**src/rtl/aes_pkg.sv**
```systemverilog
// Shared types and widths for the AES-128 decryption stream controller.
package aes_pkg;

   localparam int unsigned AES_BLK_W     = 128;
   localparam int unsigned AES_KEY_W     = 128;
   localparam int unsigned AES_BLK_BYTES = 16;
   localparam int unsigned AES_CNT_W     = $clog2(AES_BLK_BYTES);

   typedef enum logic {
      FILL = 1'b0,
      HOLD = 1'b1
   } state_e;

endpackage

```
**src/rtl/aes_blk_fifo.sv**
```systemverilog
// Synchronous block FIFO with occupancy count; head is visible on rd_data_o.
module aes_blk_fifo #(
   parameter int unsigned WIDTH = 128,
   parameter int unsigned DEPTH = 4,
   localparam int unsigned CNT_W = $clog2(DEPTH + 1)
) (
   input  logic             clk,
   input  logic             rst_n,
   input  logic             wr_en_i,
   input  logic [WIDTH-1:0] wr_data_i,
   input  logic             rd_en_i,
   output logic [WIDTH-1:0] rd_data_o,
   output logic [CNT_W-1:0] count_o
);

   localparam int unsigned PTR_W = $clog2(DEPTH);

   logic [WIDTH-1:0] mem_q [DEPTH];
   logic [PTR_W-1:0] wr_ptr_q;
   logic [PTR_W-1:0] rd_ptr_q;
   logic [CNT_W-1:0] cnt_q;
   logic             wr_ok;
   logic             rd_ok;

   assign wr_ok = wr_en_i && (cnt_q != CNT_W'(DEPTH));
   assign rd_ok = rd_en_i && (cnt_q != '0);

   // Storage, pointers and occupancy; simultaneous write and pop leave the count unchanged.
   always_ff @(posedge clk or negedge rst_n) begin
      if (!rst_n) begin
         for (int i = 0; i < int'(DEPTH); i++) mem_q[i] <= '0;
         wr_ptr_q <= '0;
         rd_ptr_q <= '0;
         cnt_q    <= '0;
      end else begin
         if (wr_ok) begin
            mem_q[wr_ptr_q] <= wr_data_i;
            wr_ptr_q        <= wr_ptr_q + PTR_W'(1);
         end
         if (rd_ok) rd_ptr_q <= rd_ptr_q + PTR_W'(1);
         case ({wr_ok, rd_ok})
            2'b10:   cnt_q <= cnt_q + CNT_W'(1);
            2'b01:   cnt_q <= cnt_q - CNT_W'(1);
            default: cnt_q <= cnt_q;
         endcase
      end
   end

   assign rd_data_o = mem_q[rd_ptr_q];
   assign count_o   = cnt_q;

endmodule

```
**src/rtl/aes_dec_stream_ctrl.sv**
```systemverilog
// Byte-stream feeder and credit-controlled collector around a pipelined AES-128 decrypt core.
module aes_dec_stream_ctrl
   import aes_pkg::*;
#(
   parameter int unsigned LATENCY    = 11,
   parameter int unsigned FIFO_DEPTH = 4
) (
   input  logic                 clk,
   input  logic                 rst_n,
   input  logic [AES_KEY_W-1:0] key_in,
   input  logic                 key_load,
   output logic                 key_err,
   input  logic [7:0]           byte_in,
   input  logic                 byte_valid,
   output logic                 byte_ready,
   output logic [AES_BLK_W-1:0] core_data_in,
   output logic [AES_KEY_W-1:0] core_key,
   input  logic [AES_BLK_W-1:0] core_data_out,
   output logic [AES_BLK_W-1:0] blk_out,
   output logic                 blk_valid,
   input  logic                 blk_ready,
   output logic                 busy
);

   localparam int unsigned TAG_W  = LATENCY - 1;
   localparam int unsigned INF_W  = $clog2(LATENCY + 1);
   localparam int unsigned FCNT_W = $clog2(FIFO_DEPTH + 1);
   localparam int unsigned SUM_W  = ((INF_W > FCNT_W) ? INF_W : FCNT_W) + 1;

   state_e                 state_q, state_d;
   logic [AES_CNT_W-1:0]   cnt_q, cnt_d;
   logic [AES_BLK_W-1:0]   blk_q, blk_d;
   logic [AES_KEY_W-1:0]   key_q, key_d;
   logic [TAG_W-1:0]       tag_q, tag_d;
   logic [INF_W-1:0]       inflight_q, inflight_d;
   logic                   key_err_q, key_err_d;

   logic                   issue_c;
   logic                   retire_c;
   logic                   pop_c;
   logic                   credit_c;
   logic                   busy_c;
   logic [FCNT_W-1:0]      fifo_cnt;
   logic [AES_BLK_W-1:0]   fifo_head;

   // A block may only issue if every outstanding block is guaranteed a FIFO slot.
   assign credit_c = (SUM_W'(inflight_q) + SUM_W'(fifo_cnt)) < SUM_W'(FIFO_DEPTH);
   assign retire_c = tag_q[TAG_W-1];
   assign pop_c    = (fifo_cnt != '0) && blk_ready;
   assign busy_c   = (cnt_q != '0) || (state_q == HOLD) ||
                     (inflight_q != '0) || (fifo_cnt != '0);

   // State and datapath registers.
   always_ff @(posedge clk or negedge rst_n) begin
      if (!rst_n) begin
         state_q    <= FILL;
         cnt_q      <= '0;
         blk_q      <= '0;
         key_q      <= '0;
         tag_q      <= '0;
         inflight_q <= '0;
         key_err_q  <= 1'b0;
      end else begin
         state_q    <= state_d;
         cnt_q      <= cnt_d;
         blk_q      <= blk_d;
         key_q      <= key_d;
         tag_q      <= tag_d;
         inflight_q <= inflight_d;
         key_err_q  <= key_err_d;
      end
   end

   // Next-state: byte packing in FILL, credit-gated issue in HOLD, guarded key load, tag tracking.
   always_comb begin
      state_d    = state_q;
      cnt_d      = cnt_q;
      blk_d      = blk_q;
      key_d      = key_q;
      key_err_d  = 1'b0;
      issue_c    = 1'b0;

      case (state_q)
         FILL: begin
            if (byte_valid) begin
               blk_d = {blk_q[AES_BLK_W-8-1:0], byte_in};
               cnt_d = cnt_q + AES_CNT_W'(1);
               if (cnt_q == AES_CNT_W'(AES_BLK_BYTES - 1)) state_d = HOLD;
            end
         end
         HOLD: begin
            if (credit_c) begin
               issue_c = 1'b1;
               state_d = FILL;
            end
         end
         default: state_d = FILL;
      endcase

      // Key may only change when nothing is partially packed, held or in flight.
      if (key_load) begin
         if (!busy_c) key_d     = key_in;
         else         key_err_d = 1'b1;
      end

      tag_d      = TAG_W'({tag_q, issue_c});
      inflight_d = inflight_q + INF_W'(issue_c) - INF_W'(retire_c);
   end

   aes_blk_fifo #(
      .WIDTH (AES_BLK_W),
      .DEPTH (FIFO_DEPTH)
   ) u_fifo (
      .clk       (clk),
      .rst_n     (rst_n),
      .wr_en_i   (retire_c),
      .wr_data_i (core_data_out),
      .rd_en_i   (pop_c),
      .rd_data_o (fifo_head),
      .count_o   (fifo_cnt)
   );

   assign byte_ready   = (state_q == FILL);
   assign core_data_in = blk_q;
   assign core_key     = key_q;
   assign key_err      = key_err_q;
   assign blk_out      = fifo_head;
   assign blk_valid    = (fifo_cnt != '0);
   assign busy         = busy_c;

endmodule

```
**config.mk**
```make
export PLATFORM = sky130hd
export DESIGN_NAME = aes_dec_stream_ctrl
export DESIGN_NICKNAME = d
export VERILOG_FILES = /design/src/rtl/aes_pkg.sv /design/src/rtl/aes_blk_fifo.sv /design/src/rtl/aes_dec_stream_ctrl.sv
export SDC_FILE = /design/constraint.sdc
export NUM_CORES = 1
export LEC_CHECK = 0
export ABC_AREA = 1
export CAP_MARGIN = 20
export CORE_MARGIN = 2
export CORE_UTILIZATION = 52
export DETAILED_ROUTE_END_ITERATION = 6
export GPL_TIMING_DRIVEN = 0
export PLACE_DENSITY = 0.78
export SLEW_MARGIN = 40
export SYNTH_ARGS = -nofsm -noshare
export SYNTH_HDL_FRONTEND = slang
export SYNTH_SLANG_ARGS = --single-unit
export TNS_END_PERCENT = 50
```
**constraint.sdc**
```tcl
create_clock -name clk -period 2.5 [get_ports clk]
set_input_delay 0.25 -clock clk [delete_from_list [all_inputs] [get_ports clk]]
set_output_delay 0.25 -clock clk [all_outputs]
set_load 0.1 [all_outputs]
```
# --- After elaboration in Yosys (flattened, before gate mapping) ---
# Cells that the tools add are included.
totals:
  ff_bits: 795
  output_inout_bits: 388
  word_cells: 62
op_classes:
  n_addsub: 8
  n_lt_le_gt_ge: 4
  eq_ne: 4
  muxes: 15
  bitwise: 4
  n_reduce_logical: 13
op_table:
  columns: ["operator", "n"]
  rows:
  - ["bitwise mux 512 bit", 1]
  - ["2-to-1 mux 128 bit", 3]
  - ["binary-select mux 128 bit (select 2 bit)", 1]
  - ["demux 128 bit (select 2 bit)", 1]
  - ["nonzero test 4 bit", 2]
  - ["2-to-1 mux 1 bit", 7]
  - ["greater-or-equal comparator 3 bit, second input constant", 2]
  - ["inverter 2 -> 3 bit", 2]
  - ["one-hot mux 3 bit (2 select lines)", 1]
  - ["adder 4 x 3 -> 5 bit", 1]
  - ["less-than comparator 5 x 3 -> 1 bit, second input constant", 1]
  - ["adder 2 x 1 -> 2 bit, second input constant", 2]
  - ["adder 4 x 1 -> 4 bit", 1]
  - ["adder 4 x 1 -> 4 bit, second input constant", 1]
  - ["== test 4 bit, second input constant", 1]
  - ["logical AND 1 bit", 4]
  - ["AND reduction 2 bit", 2]
  - ["subtractor 4 x 1 -> 4 bit", 1]
  - ["adder 3 x 1 -> 3 bit, second input constant", 1]
  - ["logical OR 1 bit", 3]
  - ["less-than comparator 3 x 1 -> 1 bit, second input constant", 1]
  - ["inequality test 3 bit, second input constant", 1]
  - ["nonzero test 3 bit", 1]
  - ["subtractor 3 x 1 -> 3 bit, second input constant", 1]
  - ["other kinds (5)", 6]

# --- Logic depth before layout (Yosys ltp) ---
# Gate-level depths: netlist of the first run.
logic_depth:
  depth_word: 6
  mapped_depth: 12
  mapped_depth_nobuf: 11

# --- Cells and area by module ---
# A second synthesis of the first run with hierarchy kept.
unflattened:
  cells_unflattened: 4129
  hier_area_um2: 36392.4
modules_own_cells:
  columns: ["mod", "instances", "cells_each", "area_per_inst_um2"]
  rows:
  - ["aes_blk_fifo", 1, 3185, 25574.5]
  - ["aes_dec_stream_ctrl", 1, 944, 10817.9]

# --- Worst setup path after synthesis of the first run ---
# No wires, ideal clock.
synth_path:
  path_kind: "reg2out"
  from: "register u_fifo.rd_ptr_q[0]"
  to: "output port blk_out[118]"
  arrival_ns: 2.659
  required_ns: 2.250
  setup_slack_ns: -0.409
  path_stages_with_launch: 7
  n_path_buf: 3
  path_cell_list: "dfrtp_1 -> buf_2 -> inv_1 -> buf_2 -> clkbuf_1 -> o21ai_0 -> o22ai_1"
synth_between:
  elab_chain_len: 4
synth_rtl:
  columns: ["element", "line_no", "source"]
  rows:
  - ["from (decl)", "aes_blk_fifo.sv:20", "logic [PTR_W-1:0] rd_ptr_q;"]
  - ["from (signal assigned)", "aes_blk_fifo.sv:40", "if (rd_ok) rd_ptr_q <= rd_ptr_q + PTR_W'(1);"]
  - ["inverter 2 -> 3 bit (not written as such)", "aes_blk_fifo.sv:49", "assign rd_data_o = mem_q[rd_ptr_q];"]
  - ["binary-select mux 128 bit (select 2 bit)", "aes_blk_fifo.sv:49", null]
  - ["2-to-1 mux 128 bit (not written as such) (2 in a row)", "aes_blk_fifo.sv:49", null]
  - ["to (decl)", "aes_dec_stream_ctrl.sv:19", "output logic [AES_BLK_W-1:0] blk_out,"]
# No other way between the ends. The select of a mux whose other input is x is not followed.

# --- Worst setup path in the final report of the first run ---
layout_path:
  from: "register u_fifo.rd_ptr_q[0]"
  to: "output port blk_out[23]"
# Same word-level chain as after synthesis.

==> results.md, run 1 <==
* Setup_tns at -0.03698 ns
* Final GP Congestion at 0.9556
* Cts bufs inserted at 83
* Cells after DPL at 5460
* Setup WS post-layout at -0.03172 ns
* TritonCTS clock tree: built
* Synth cell types at 27
* FF-to-FF setup slack at 0.14 ns
* Vias per cell at 5.768
* CP max FO at 10
* Worst Tran Pin Value at 0.6572 ns
* Clock sinks at 795
* GRT Overall Usage at 36.48%
* Antenna violations before repair at 21
* Die W at 261.8 um
* Post-route DRC at 2
* Skew final at 0.02273 ns
* H-tree depth at 3
* Crit Path Class: reg2out
* Final hold slack at 0.1540 ns
* CP endpoint kind: output pin
* Mapped Avg Cell Area at 8.791 um^2
* P&R area growth vs syn at 33.19%
* Synth Net Count at 4217
* Clk_lat worst skew at 0.64 ns
* Initial DRT Pass Iterations at 7
* Status: complete, but fails checks
* Initial core utilization at 52.58%
* Post-Syn Area at 0.03457 mm^2
* Die Area at 0.06855 mm^2
* Top post-synthesis cells by area: dfrtp_1 58%, nand2_1 14%, o21ai_0 9.8%, mux2_2 3.6%, nor2_1 3.1%
* Max cap viols at 0
* WP data arrival at 2.28 ns
* Worst-path clk slew at 0.06 ns
* Site row count at 94
* Input/output buffers at 656
* Hold Fails Final Rpt at 0
* Synth area leader: dfrtp_1
* Vias in the first global route at 31450
* RSZ-0062 raised after global routing: yes
* Fin crit period at 2.532 ns
* Sequential area share after synthesis at 57.55%
* Antenna viol nets, final at 0
* Fmax at 0.3950 GHz
* Die Ht at 261.8 um
* First-pass GRT wire length at 188.9 mm
* Grt total ovfl at 0
* Synth top area share at 57.55%
* Clock Tree Buf Depth at 3
* Layout cells sized above 1 at 20.78%
* Ports at 657
* Slew Limit Fails at 0
* Failing checks: DRC, setup timing
* Slew headroom at 56.18%
* Root Driver: clkbuf_16
* Final setup violation count at 2
* Mapped Cells at 3932
* Core area at 0.06575 mm^2
* Layout Nets at 4977
* WL final at 127.7 mm
* Yosys warning count at 0
* Final Cycle Share at 101.3%
* CP startpoint kind: flop
* Dpl hpwl at 88.64 mm
* Largest net degree at the start of global routing at 110
* Required time worst endpoint at 2.25 ns
* Worst min-delay path category: in2async
* DRT iter0 DRCs at 3534
* Number of synthesized register bits at 795
* Drt wl/cell at 22.69 um
* Non-filler cells, final at 5627
* Vias at 32460
worst max-delay path, cell delays in order (launching register included):
cell and delay, ns:
dfrtp_2 0.42, buf_12 0.17, inv_16 0.10, buf_12 0.17, buf_12 0.15, nor2_1 0.06, o22ai_2 0.35, buf_12 0.23
cells in the final DEF (no fill, tap or decap), drive strengths merged:
| master | count |
|---|---|
| nand2 | 1301 |
| dfrtp | 795 |
| o21ai | 779 |
| buf | 575 |
| clkbuf | 286 |
| nor2 | 281 |
| clkdlybuf4s50 | 267 |
| nand4 | 128 |
| o22ai | 128 |
| mux2 | 110 |
| inv | 42 |
| ha | 14 |
| diode | 13 |
| a21oi | 13 |
| clkinv | 8 |
| nand3 | 8 |
| xnor2 | 4 |
| xor2 | 4 |
| fa | 2 |
| nor3 | 2 |
| o31ai | 1 |
| bufinv | 1 |
| dlygate4sd3 | 1 |
repair_timing:
item	in CTS	in global routing
pin swaps	27	33
gates resized for setup	546	145
setup buffers	1	7
hold endpoints to repair	324	0
hold buffers	1	0
cloned	2	1
setup endpoints to repair	133	117
area by class of cell:
| cell class | instances | area (um^2) |
|---|---|---|
| Timing Repair Buffer | 676 | 6365 |
| Multi-Input combinational cell | 2775 | 13840 |
| Sequential cell | 795 | 19900 |
| Antenna cell | 13 | 32.53 |
| Buffer | 324 | 1997 |
| Clock inverter | 14 | 125.1 |
| Fill cell | 5140 | 19700 |
| Inverter | 37 | 155.1 |
| Clock buffer | 129 | 2542 |
| Tap cell | 864 | 1081 |
logic make-up (layout without fill, tap and decap cells):
| group | Yosys count | after routing | share of synthesized area (%) |
|---|---|---|---|
| AND/OR/NAND/NOR | 1720 | 1720 | 19.68 |
| AO/OA/AOI/OAI | 921 | 921 | 13.80 |
| flip-flops | 795 | 795 | 57.55 |
| buffers and inverters | 362 | 1180 | 4.561 |
| multiplexers | 110 | 110 | 3.583 |
| adder cells (fa/ha/maj) | 16 | 16 | 0.6226 |
| XOR/XNOR | 8 | 8 | 0.2027 |
| other | 0 | 13 | 0 |
path summary, 6_finish.rpt:
check	to	depth (start not counted)	startpoint
max in group asynchronous	core_data_in[122]	5	rst_n
worst max register to register	core_key[60]	10	cnt_q[0]
worst min register to register	tag_q[4]	0	tag_q[3]
min in group clk	core_key[102]	3	key_in[102]
worst max-delay path	blk_out[23]	7	u_fifo.rd_ptr_q[0]
worst min-delay path	u_fifo.mem_q[42]	2	rst_n
sequential cells by signal, summed over array words and instances, names as in the netlist:
name             cells
u_fifo.mem_q       512
core_data_in       128
core_key           128
tag_q               10
cnt_q                4
inflight_q           4
u_fifo.count_o       3
u_fifo.rd_ptr_q      2
u_fifo.wr_ptr_q      2
key_err              1
state_q              1
synth_stat cells:
master    count
mux2_2      110
o22ai_1     128
inv_1        36
nand3_2       1
buf_6         3
buf_4         3
o31ai_1       1
nand2_2       1
buf_1         8
buf_2       137
clkbuf_1    164
xor2_1        4
clkbuf_2     10
inv_2         1
ha_1         14
o21ai_1     102
xnor2_1       4
nor3_1        1
nand4_1     128
nor3_2        1
fa_1          2
dfrtp_1     795
nand2_1    1300
nor2_1      281
a21oi_1      13
o21ai_0     677
nand3_1       7
through the flow:
stage               setup slack [ns]  area (um^2)  utilization, %
floorplan                    -0.4083        34970               -
global placement              -34.72        42620           64.82
detailed placement           -0.7491        40920           62.24
CTS                         -0.03772        45510           69.23
global route                -0.05816        46030           70.01
finish                      -0.03172        46040           70.03
routing by layer:
layer / global-route usage (%) / share of wire, %
met3: 11.28 / 11
met5: 0 / 0.083
met2: 56.42 / 45
met1: 46.05 / 37
met4: 19.82 / 6.1
Power of run 1 is left out: the tool's default activity adds up to more than one toggle a clock period on the data nets, which glitch-free logic cannot reach.
==> run 2: changes to the inputs <==
--- a/config.mk
+++ b/config.mk
@@ -11,6 +11,7 @@
 export CORE_UTILIZATION = 52
 export DETAILED_ROUTE_END_ITERATION = 6
 export GPL_TIMING_DRIVEN = 0
+export HOLD_SLACK_MARGIN = 0.02
 export PLACE_DENSITY = 0.78
 export SLEW_MARGIN = 40
 export SYNTH_ARGS = -nofsm -noshare
==> results of run 2 <==
The final DEF is identical to that of run 1; final timing and power are the same.
Power of run 2 is left out for the same reason.
